==> src/rtl/piece_drop_ctrl_if.sv <==
// piece_drop_ctrl_if: request inputs and playfield/status outputs of the drop controller.
// The master side drives requests; the slave side (the controller) drives status.
interface piece_drop_ctrl_if #(
    parameter int ROWS    = 10,
    parameter int COLS    = 10,
    parameter int SCORE_W = 8
);
    logic                 downTrue;
    logic                 move_left;
    logic                 move_right;
    logic                 restart;
    logic [0:ROWS*COLS-1] field;
    logic [3:0]           active_row;
    logic [3:0]           active_col;
    logic [SCORE_W-1:0]   score;
    logic                 piece_spawn;
    logic                 busy;
    logic                 game_over;

    modport master (
        output downTrue, move_left, move_right, restart,
        input  field, active_row, active_col, score, piece_spawn, busy, game_over
    );

    modport slave (
        input  downTrue, move_left, move_right, restart,
        output field, active_row, active_col, score, piece_spawn, busy, game_over
    );
endinterface

==> src/rtl/piece_drop_ctrl.sv <==
// piece_drop_ctrl: single-cell falling-block controller for a ROWS x COLS playfield.
// Owns the settled map and active cell; handles landing, locking, row clears and game over.
module piece_drop_ctrl #(
    parameter int ROWS      = 10,
    parameter int COLS      = 10,
    parameter int SPAWN_COL = 4,
    parameter int SCORE_W   = 8
) (
    input logic              clock_b,
    input logic              reset_n,
    piece_drop_ctrl_if.slave bus
);
    localparam int N  = ROWS * COLS;
    localparam int IW = $clog2(N);

    typedef enum logic [2:0] {SPAWN, FALL, LOCK, CLEAR, GAMEOVER} state_e;

    state_e             state_q, state_d;
    logic [0:N-1]       settled_q, settled_d, active_mask;
    logic [3:0]         row_q, row_d, col_q, col_d, scan_q, scan_d;
    logic [SCORE_W-1:0] score_q, score_d;
    logic               spawn_q, spawn_d;
    logic [IW-1:0]      cur_idx, below_idx, left_idx, right_idx, scan_base;
    logic               at_bottom, land, can_left, can_right, row_full;

    assign cur_idx   = IW'(row_q) * IW'(COLS) + IW'(col_q);
    assign at_bottom = row_q == 4'(ROWS - 1);
    // Neighbour indices are clamped so no lookup ever leaves the map
    assign below_idx = at_bottom ? cur_idx : cur_idx + IW'(COLS);
    assign left_idx  = (col_q == 4'd0) ? cur_idx : cur_idx - IW'(1);
    assign right_idx = (col_q == 4'(COLS - 1)) ? cur_idx : cur_idx + IW'(1);
    assign land      = at_bottom || settled_q[below_idx];
    assign can_left  = col_q != 4'd0 && !settled_q[left_idx];
    assign can_right = col_q != 4'(COLS - 1) && !settled_q[right_idx];
    assign scan_base = IW'(scan_q) * IW'(COLS);
    assign row_full  = &settled_q[scan_base +: COLS];

    always_comb begin
        active_mask          = '0;
        active_mask[cur_idx] = state_q == FALL;
    end

    always_comb begin
        state_d   = state_q;
        settled_d = settled_q;
        row_d     = row_q;
        col_d     = col_q;
        scan_d    = scan_q;
        score_d   = score_q;
        spawn_d   = 1'b0;
        case (state_q)
            SPAWN: begin
                if (settled_q[SPAWN_COL]) begin
                    state_d = GAMEOVER;
                end else begin
                    row_d   = 4'd0;
                    col_d   = 4'(SPAWN_COL);
                    spawn_d = 1'b1;
                    state_d = FALL;
                end
            end
            FALL: begin
                if (bus.downTrue) begin
                    if (land) state_d = LOCK;
                    else row_d = row_q + 4'd1;
                end else if (bus.move_left && !bus.move_right && can_left) begin
                    col_d = col_q - 4'd1;
                end else if (bus.move_right && !bus.move_left && can_right) begin
                    col_d = col_q + 4'd1;
                end
            end
            LOCK: begin
                settled_d[cur_idx] = 1'b1;
                scan_d             = 4'(ROWS - 1);
                state_d            = CLEAR;
            end
            CLEAR: begin
                // A full row pulls everything above it down one and is rescanned
                if (row_full) begin
                    settled_d[0:COLS-1] = '0;
                    for (int r = 1; r < ROWS; r++)
                        if (r <= int'(scan_q)) settled_d[r*COLS +: COLS] = settled_q[(r-1)*COLS +: COLS];
                    score_d = score_q + SCORE_W'(score_q != '1);
                end else if (scan_q == 4'd0) begin
                    state_d = SPAWN;
                end else begin
                    scan_d = scan_q - 4'd1;
                end
            end
            GAMEOVER: begin
                if (bus.restart) begin
                    settled_d = '0;
                    score_d   = '0;
                    state_d   = SPAWN;
                end
            end
            default: state_d = SPAWN;
        endcase
    end

    always_ff @(posedge clock_b or negedge reset_n) begin
        if (!reset_n) begin
            state_q   <= SPAWN;
            settled_q <= '0;
            row_q     <= 4'd0;
            col_q     <= 4'(SPAWN_COL);
            scan_q    <= 4'd0;
            score_q   <= '0;
            spawn_q   <= 1'b0;
        end else begin
            state_q   <= state_d;
            settled_q <= settled_d;
            row_q     <= row_d;
            col_q     <= col_d;
            scan_q    <= scan_d;
            score_q   <= score_d;
            spawn_q   <= spawn_d;
        end
    end

    assign bus.field       = settled_q | active_mask;
    assign bus.active_row  = row_q;
    assign bus.active_col  = col_q;
    assign bus.score       = score_q;
    assign bus.piece_spawn = spawn_q;
    assign bus.busy        = state_q == LOCK || state_q == CLEAR;
    assign bus.game_over   = state_q == GAMEOVER;
endmodule

==> src/flat_wrapper.sv <==
// flat-port wrapper written by rule: the top's interface ports become plain ports
module piece_drop_ctrl_flat 
#(
    parameter int ROWS      = 10,
    parameter int COLS      = 10,
    parameter int SPAWN_COL = 4,
    parameter int SCORE_W   = 8
)
  (clock_b, reset_n, bus_downTrue, bus_move_left, bus_move_right, bus_restart, bus_field, bus_active_row, bus_active_col, bus_score, bus_piece_spawn, bus_busy, bus_game_over);
  piece_drop_ctrl_if #(.ROWS(ROWS), .COLS(COLS), .SCORE_W(SCORE_W)) bus_i ();
  input logic clock_b;
  input logic reset_n;
  input wire logic [$bits(bus_i.downTrue)-1:0] bus_downTrue;
  input wire logic [$bits(bus_i.move_left)-1:0] bus_move_left;
  input wire logic [$bits(bus_i.move_right)-1:0] bus_move_right;
  input wire logic [$bits(bus_i.restart)-1:0] bus_restart;
  output wire logic [$bits(bus_i.field)-1:0] bus_field;
  output wire logic [$bits(bus_i.active_row)-1:0] bus_active_row;
  output wire logic [$bits(bus_i.active_col)-1:0] bus_active_col;
  output wire logic [$bits(bus_i.score)-1:0] bus_score;
  output wire logic [$bits(bus_i.piece_spawn)-1:0] bus_piece_spawn;
  output wire logic [$bits(bus_i.busy)-1:0] bus_busy;
  output wire logic [$bits(bus_i.game_over)-1:0] bus_game_over;
  assign bus_i.downTrue = bus_downTrue;
  assign bus_i.move_left = bus_move_left;
  assign bus_i.move_right = bus_move_right;
  assign bus_i.restart = bus_restart;
  assign bus_field = bus_i.field;
  assign bus_active_row = bus_i.active_row;
  assign bus_active_col = bus_i.active_col;
  assign bus_score = bus_i.score;
  assign bus_piece_spawn = bus_i.piece_spawn;
  assign bus_busy = bus_i.busy;
  assign bus_game_over = bus_i.game_over;
  piece_drop_ctrl #(.ROWS(ROWS), .COLS(COLS), .SPAWN_COL(SPAWN_COL), .SCORE_W(SCORE_W)) u_core (.clock_b(clock_b), .reset_n(reset_n), .bus(bus_i));
endmodule
==> config.mk <==
export PLATFORM = sky130hd
export DESIGN_NAME = piece_drop_ctrl_flat
export DESIGN_NICKNAME = d
export VERILOG_FILES = /design/src/rtl/piece_drop_ctrl_if.sv /design/src/rtl/piece_drop_ctrl.sv /design/src/flat_wrapper.sv
export SDC_FILE = /design/constraint.sdc
export NUM_CORES = 1
export LEC_CHECK = 0
export CORE_MARGIN = 2
export CORE_UTILIZATION = 45
export DETAILED_ROUTE_END_ITERATION = 8
export PLACE_DENSITY = 0.67
export SYNTH_ARGS = -nofsm -noshare
export SYNTH_HDL_FRONTEND = slang
export SYNTH_SLANG_ARGS = --single-unit
==> constraint.sdc <==
create_clock -name clock_b -period 4.4 [get_ports clock_b]
set_input_delay 0.66 -clock clock_b [delete_from_list [all_inputs] [get_ports clock_b]]
set_output_delay 0.66 -clock clock_b [all_outputs]
set_load 0.005 [all_outputs]
==> key figures, run 1 <==
Worst setup path
  – CP startpoint kind: flip-flop
  – WP data required: 3740 ps
  – Crit path cell chain: ha_1, ha_2, fa_1, buf_4, xnor2_1, buf_6, nor4_4, buf_6, a21o_1, clkdlybuf4s50_1
  – CP max-delay cell: clkdlybuf4s50_1
  – Slowest cell delay on critical path: 500 ps
  – Reg2reg path depth: 11
  – Critical path class: reg2out
  – Delay-heaviest family, CP: buffers and inverters
  – Crit-path max FO: 15
  – Reg-to-reg slack, setup: 80 ps
  – Worst flop-to-flop path endpoint: u_core.settled_q[54]
  – WP buf/inv: 4
  – Crit. End Element: primary output
  – Cell mode on critical path: buf_6
  – Worst EP arrival: 3680 ps
  – Worst R2R Start: u_core.scan_q[1]

Timing
  – Slew HR: 0.4570
  – Tmin final: 4343 ps
  – Slew Viols, Final: 0
  – Setup TNS: 0 ps
  – Max Fclk: 0.2303 GHz
  – Endpoints failing setup: 0
  – Final WS setup: 57.39 ps
  – Unrepaired setup endpoints after global routing: true
  – Final Skew: 16.09 ps
  – Final Hold Viols: 0
  – Hold_ws: 268.4 ps
  – Slew @ Worst Pin: 808.3 ps
  – Period utilization: 0.9870

Run status
  – Outcome: finished, final reports clean

Logic synthesis
  – Main combinational cell family by area after synthesis: compound AO/OA/AOI/OAI gates
  – EDFF count, synth: 0
  – Warnings from Yosys: 0
  – Most common cell in the netlist: o21ai_0
  – Synth area leader: dfrtp_1
  – Commonest register cell after synthesis: dfrtp_1
  – Post-synthesis xor/xnor area fraction: 0.02370
  – Simple-Gate Fraction of Synth Area: 0.1828
  – Mapped Cells: 1687
  – Sequential-to-total area share from yosys stat: 0.2288
  – Post-Synth Adder-Cell Area: 0.03061
  – Post-Synthesis Cell Area: 13570 sq um
  – FF+latch count, synth: 124
  – Compound-Gate Fraction of Synth Area: 0.3112
  – Synth Net Count: 1723
  – Mean Syn Cell Area: 8.043 sq um
  – Yosys top cell area share: 0.2268
  – Ys async rst share: 1.000
  – Multiplexer area fraction after synthesis: 0.1513
  – Post-synth top cells: o21ai_0 (146), nand2_1 (144), dfrtp_1 (123), nor2_1 (122), clkbuf_1 (120)
  – Synth area leaders: dfrtp_1 (23%), mux4_2 (8.5%), mux2i_1 (5.5%), o21ai_0 (5.4%), a21oi_1 (4.1%)
  – Post-synth cell types: 89

GRT
  – Global Route Usage Sum: 0.4550
  – Vias in the first global route: 15.20k
  – Global-route wire length before repair: 103.6 mm
  – Total congestion overflow: 0
  – Initial antenna violation count: 5
  – Largest net degree at the start of global routing: 89

Drt
  – Antenna Violating Nets Remaining: 0
  – Via/cell ratio: 7.218
  – Routed WL: 72.57 mm
  – Initial DRC count: 2964
  – Routed WL per cell: 32.11 um
  – Residual DRC: 0
  – Via count: 16.31k
  – Drt first pass iters: 6

CTS
  – Clk slew on worst S/H paths: 60 ps
  – Clock Latency Late Sink: 460 ps
  – CTS Hold Buffers Added: 0
  – H-tree Lvls: 4
  – CTS tree: built
  – CTS Buffer Depth: 2
  – CTS Sinks: 124
  – CTS buffer count: 17
  – Clk root buf: clkbuf_16

Finish
  – Final design utilization: 0.5814
  – Layout cells sized above 1: 0.2070
  – Final #Nets: 1888
  – Synthesis-to-finish area growth: 27.00%

Placed design
  – Pre-CTS setup slack: 69.23 ps
  – HPWL Detailed: 51.14 mm
  – PortBufs: 124
  – Gpl congestion: 1.056

Floorplan
  – Die X: 177.7 um
  – # IOs: 125
  – Die Y: 177.7 um
  – Core area: 29640 sq um
  – Die ar.: 31560 sq um
  – Starting Density: 0.4578
  – Row count: 63

Min path
  – Hold Crit Class: in2async

Flow run
  – Max-Cap Viols: 0
## per-stage QoR
step / instance area, sq um / cells
3_5_place_dp: 16030 / 2199
2_1_floorplan: 13620 / 1687
6_report: 17230 / 2260
4_1_cts: 16730 / 2234
5_1_grt: 17220 / 2255
3_3_place_gp: 16030 / 2199
## area by class of cell
class,instances,area [sq um]
repair buffers,347,3148
inverters,20,80.08
fillers,2753,12410
multi-input cells,1342,9778
clock buffers,19,452.9
well taps,390,488.0
flip-flops and latches,124,3109
clock inverters,13,163.9
diodes,5,12.51
## state kept, by name, summed over array words and instances (netlist names)
register / cells
u_core.scan_q: 4
u_core.state_q: 3
u_core.bus.active_col: 4
u_core.bus.score: 8
u_core.bus.piece_spawn: 1
u_core.settled_q: 100
u_core.bus.active_row: 4
## placed cells by master, fill, tap and decap left out, types with 18 or more instances in the layout
cell             netlist  layout
a211oi_1              60      60
a21o_1                48      48
a21oi_1              110     108
a22o_1                35      35
a22oi_1               24      24
buf_4                 13     204
clkdlybuf4s50_1        0      72
dfrtp_1              123     119
dlymetal6s2s_1         0      48
ha_1                  26      21
mux2i_1               75      74
mux4_2                51      51
nand2_1              144     138
nand3_1               65      64
nand3b_1              18      18
nor2_1               122     115
nor3_1                39      37
o21ai_0              146     144
o21bai_1              57      57
o22ai_1               22      22
xnor2_1               20      18
## worst max path at each step
stage | cells after the start | slack, ps | end | startpoint
after floorplan | 20 | 40 | u_core.bus.active_col[3] | u_core.bus.active_col[2]
final | 10 | 60 | bus_field[8] | u_core.bus.active_row[1]
after global placement | 18 | 140 | u_core.bus.active_col[3] | u_core.bus.active_row[0]
after global routing | 19 | -150 | u_core.bus.active_col[3] | u_core.bus.active_row[0]
after CTS | 12 | -20 | bus_field[55] | u_core.bus.active_row[1]
after detailed placement | 18 | 70 | u_core.bus.active_col[3] | u_core.bus.active_row[1]
## repair_timing
action                                  4_1_cts  5_1_grt
endpoints found under the setup margin       60       95
resized for setup                            15       98
gates cloned                                  0        3
buffers inserted                              3       18
hold endpoints to repair                      0        0
pin swaps                                     2        8
## per-layer routing
metal | global-route usage | part of all wire | vias to the layer above
li1 | - | - | 6684
met1 | 0.5793 | 0.37 | 7736
met2 | 0.6428 | 0.41 | 1485
met3 | 0.1791 | 0.15 | 406
met4 | 0.2807 | 0.078 | 2
met5 | 0 | 0.00045 | -
## kinds of logic after synthesis
logic type	Yosys count
AOI/OAI and AO/OA	631
and+or+nand+nor	511
buffers and inverters	221
muxes	137
DFF	124
xor gates and xnor gates	32
adders and majority gates	31
Power of run 1 is not shown: default switching activity piles up to over one toggle a cycle in this logic, so the estimate is an artifact.
==> run 2, diff against run 1 <==
--- a/config.mk
+++ b/config.mk
@@ -7,8 +7,9 @@
 export LEC_CHECK = 0
 export CORE_MARGIN = 2
 export CORE_UTILIZATION = 45
+export CTS_BUF_LIST = sky130_fd_sc_hd__clkbuf_4 sky130_fd_sc_hd__clkbuf_8
 export DETAILED_ROUTE_END_ITERATION = 8
-export PLACE_DENSITY = 0.67
+export PLACE_DENSITY = 0.73
 export SYNTH_ARGS = -nofsm -noshare
 export SYNTH_HDL_FRONTEND = slang
 export SYNTH_SLANG_ARGS = --single-unit
==> run 2 against run 1 <==
Against the previous run: the flow now finishes with violations (setup timing); cell area shrank 2.6%; via count up 0.74%; fmax decreased by 1.7%; non-clock buffer count decreased by 25; critical path depth is 2 higher; first-iteration DRC count rose by 7.0%; clock skew rose by 13 ps; global-route usage is 1.6 points lower; utilization decreased by 1.5 points; die area unchanged; sequential cell count unchanged; final cell count down 1.3%; critical endpoint is now bus_field[35].
==> key figures, run 2 (synthesis results as in run 1) <==
Run status
  – Outcome: finished, violations left (was finished, final reports clean)
  – Violated checks: setup timing

Drt
  – Routed WL: 70.35 mm (was 72.57 mm)
  – Drt first pass iters: 9 (was 6)
  – Antenna Violating Nets Remaining: 0 (unchanged)
  – Routed WL per cell: 31.55 um (was 32.11 um)
  – Initial DRC count: 3172 (was 2964)
  – Via/cell ratio: 7.370 (was 7.218)
  – Residual DRC: 0 (unchanged)
  – Via count: 16.43k (was 16.31k)

Floorplan
  – Die Y: 177.7 um (unchanged)
  – Starting Density: 0.4578 (unchanged)
  – Die ar.: 31560 sq um (unchanged)
  – Core area: 29640 sq um (unchanged)
  – Row count: 63 (unchanged)
  – # IOs: 125 (unchanged)
  – Die X: 177.7 um (unchanged)

Placed design
  – Post-DP Area: 15870 sq um (was 16030 sq um)
  – HPWL Detailed: 49.36 mm (was 51.14 mm)
  – PortBufs: 124 (unchanged)
  – Gpl congestion: 1.088 (was 1.056)
  – Placed insts: 2177 (was 2199)

CTS
  – Clock Latency Late Sink: 510 ps (was 460 ps)
  – H-tree Lvls: 4 (unchanged)
  – CTS buffer count: 17 (unchanged)
  – Clk slew on worst S/H paths: 80 ps (was 60 ps)
  – CTS Sinks: 124 (unchanged)
  – Clk root buf: clkbuf_8 (was clkbuf_16)
  – CTS tree: built (unchanged)
  – CTS Buffer Depth: 2 (unchanged)

Finish
  – Filler Cell Count: 2684 (was 2753)
  – Non-Filler Instances: 2230 (was 2260)
  – Final #Nets: 1863 (was 1888)
  – Max reg flops: 100 (unchanged)
  – Most common cell after layout, fill and taps aside: buf_4 (unchanged)
  – Synthesis-to-finish area growth: 23.75% (was 27.00%)
  – Final design utilization: 0.5666 (was 0.5814)
  – Area occupied by multi-input gates: 9799 sq um (was 9778 sq um)
  – Storage cell area: 3108 sq um (was 3109 sq um)
  – Post-Layout Inst Area: 16790 sq um (was 17230 sq um)
  – Largest Register: u_core.settled_q (unchanged)
  – Layout cells sized above 1: 0.1980 (was 0.2070)
  – Most frequent cells in the layout: buf_4 (181), o21ai_0 (145), nand2_1 (139) (was buf_4 (204), o21ai_0 (144), nand2_1 (138))

Timing
  – Endpoints failing setup: 2 (was 0)
  – Final Skew: 29.39 ps (was 16.09 ps)
  – Max Fclk: 0.2264 GHz (was 0.2303 GHz)
  – Final WS setup: -17.76 ps (was 57.39 ps)
  – Tmin final: 4418 ps (was 4343 ps)
  – Slew HR: 0.2648 (was 0.4570)
  – Period utilization: 1.004 (was 0.9870)
  – Unrepaired setup endpoints after global routing: true (unchanged)
  – Slew @ Worst Pin: 1103 ps (was 808.3 ps)
  – Final Hold Viols: 0 (unchanged)
  – Slew Viols, Final: 0 (unchanged)

GRT
  – Largest net degree at the start of global routing: 89 (unchanged)
  – Global-route wire length before repair: 101.7 mm (was 103.6 mm)
  – Vias in the first global route: 15.36k (was 15.20k)
  – Global Route Usage Sum: 0.4393 (was 0.4550)
  – Total congestion overflow: 0 (unchanged)
  – Initial antenna violation count: 1 (was 5)

Worst setup path
  – Worst flop-to-flop path endpoint: u_core.bus.active_col[3] (was u_core.settled_q[54])
  – Critical path class: reg2out (unchanged)
  – Reg2reg path depth: 18 (was 11)
  – WP data required: 3740 ps (about the same)
  – Cell mode on critical path: ha_1 (was buf_6)
  – Crit. End Element: primary output (unchanged)
  – Worst EP arrival: 3760 ps (was 3680 ps)
  – Crit-path max FO: 16 (was 15)
  – Crit path cell chain: ha_1, ha_1, fa_1, nand2_1, a21oi_4, xnor2_2, nor2_2, buf_4, nand3_1, buf_8, o21bai_1, clkdlybuf4s50_1 (was ha_1, ha_2, fa_1, buf_4, xnor2_1, buf_6, nor4_4, buf_6, a21o_1, clkdlybuf4s50_1)
  – Worst R2R Start: u_core.bus.active_col[1] (was u_core.scan_q[1])
  – Reg-to-reg slack, setup: 60 ps (was 80 ps)
  – Slowest cell delay on critical path: 530 ps (was 500 ps)
  – CP startpoint kind: flip-flop (unchanged)
  – CP max-delay cell: clkdlybuf4s50_1 (unchanged)

Min path
  – Hold Crit Class: in2async (unchanged)

Flow run
  – Max-Cap Viols: 0 (unchanged)
## run 2: cell types whose count changed in the layout (fill, tap and decap cells not counted), moves of 3 or more
| cell | change |
|---|---|
| clkbuf_16 | -16 |
| o21bai_4 | +4 |
| clkbuf_8 | +17 |
| dlymetal6s2s_1 | -10 |
| buf_6 | -6 |
| xor2_4 | -3 |
| o21bai_1 | -6 |
| diode_2 | -3 |
| clkdlybuf4s50_1 | +9 |
| buf_4 | -23 |
| xor2_2 | +3 |
| buf_2 | +3 |
## run 2: worst max-delay path: cells and delay by family, from the launching register on
kind | cells | cell delay (ps)
fa+ha+maj | 3 | 1020
buf+inv | 3 | 890
flops | 1 | 440
simple gates | 3 | 390
compound gates | 2 | 380
xor+xnor | 1 | 150
## run 2: through the flow
stage	hold slack (ps)	worst slack (ps)	setup TNS, ps
after floorplan	364.4	39.67	0
after global placement	509.9	132.9	0
after detailed placement	513.0	51.54	0
after CTS	378.0	-8.981	-17.61
after global routing	392.3	-151.9	-1448
final	333.1	-17.76	-18.38
## run 2: layout make-up
cell class / instances / area share
timing repair buffer: 322 / 0.1744
inverter: 20 / 0.004545
tap: 390 / 0.02906
clock inverter: 10 / 0.007004
clock buffer: 20 / 0.01602
antenna: 2 / 0.0002980
sequential: 124 / 0.1851
multi-input combinational: 1342 / 0.5836
## run 2: layer usage
metal	GRT usage	part of all wire	routed length [um]	vias up
li1	-	-	-	6637
met1	0.5538	0.35	24890	7747
met2	0.6121	0.39	27710	1592
met3	0.1821	0.17	11850	456
met4	0.2886	0.084	5893	2
met5	0	0.00020	14	-
## run 2: repair_timing
| item | in CTS | in global routing |
|---|---|---|
| setup buffers | 0 | 17 |
| hold buffers | 0 | 0 |
| resized for setup | 23 | 77 |
| gates cloned | 0 | 4 |
| pin swaps | 1 | 5 |
| endpoints found under the setup margin | 67 | 92 |
## run 2: worst max-delay path by stage
stage,startpoint,end,slack [ps],depth (start not counted)
after CTS,u_core.bus.active_row[0],bus_field[76],-9,14
after detailed placement,u_core.bus.active_col[1],u_core.bus.active_col[3],50,18
final,u_core.bus.active_row[1],bus_field[35],-20,12
after global placement,u_core.bus.active_row[0],u_core.bus.active_col[3],130,18
after floorplan,u_core.bus.active_col[2],u_core.bus.active_col[3],40,20
after global routing,u_core.bus.active_row[1],bus_field[28],-150,12
Power of run 2 is left out for the same reason.
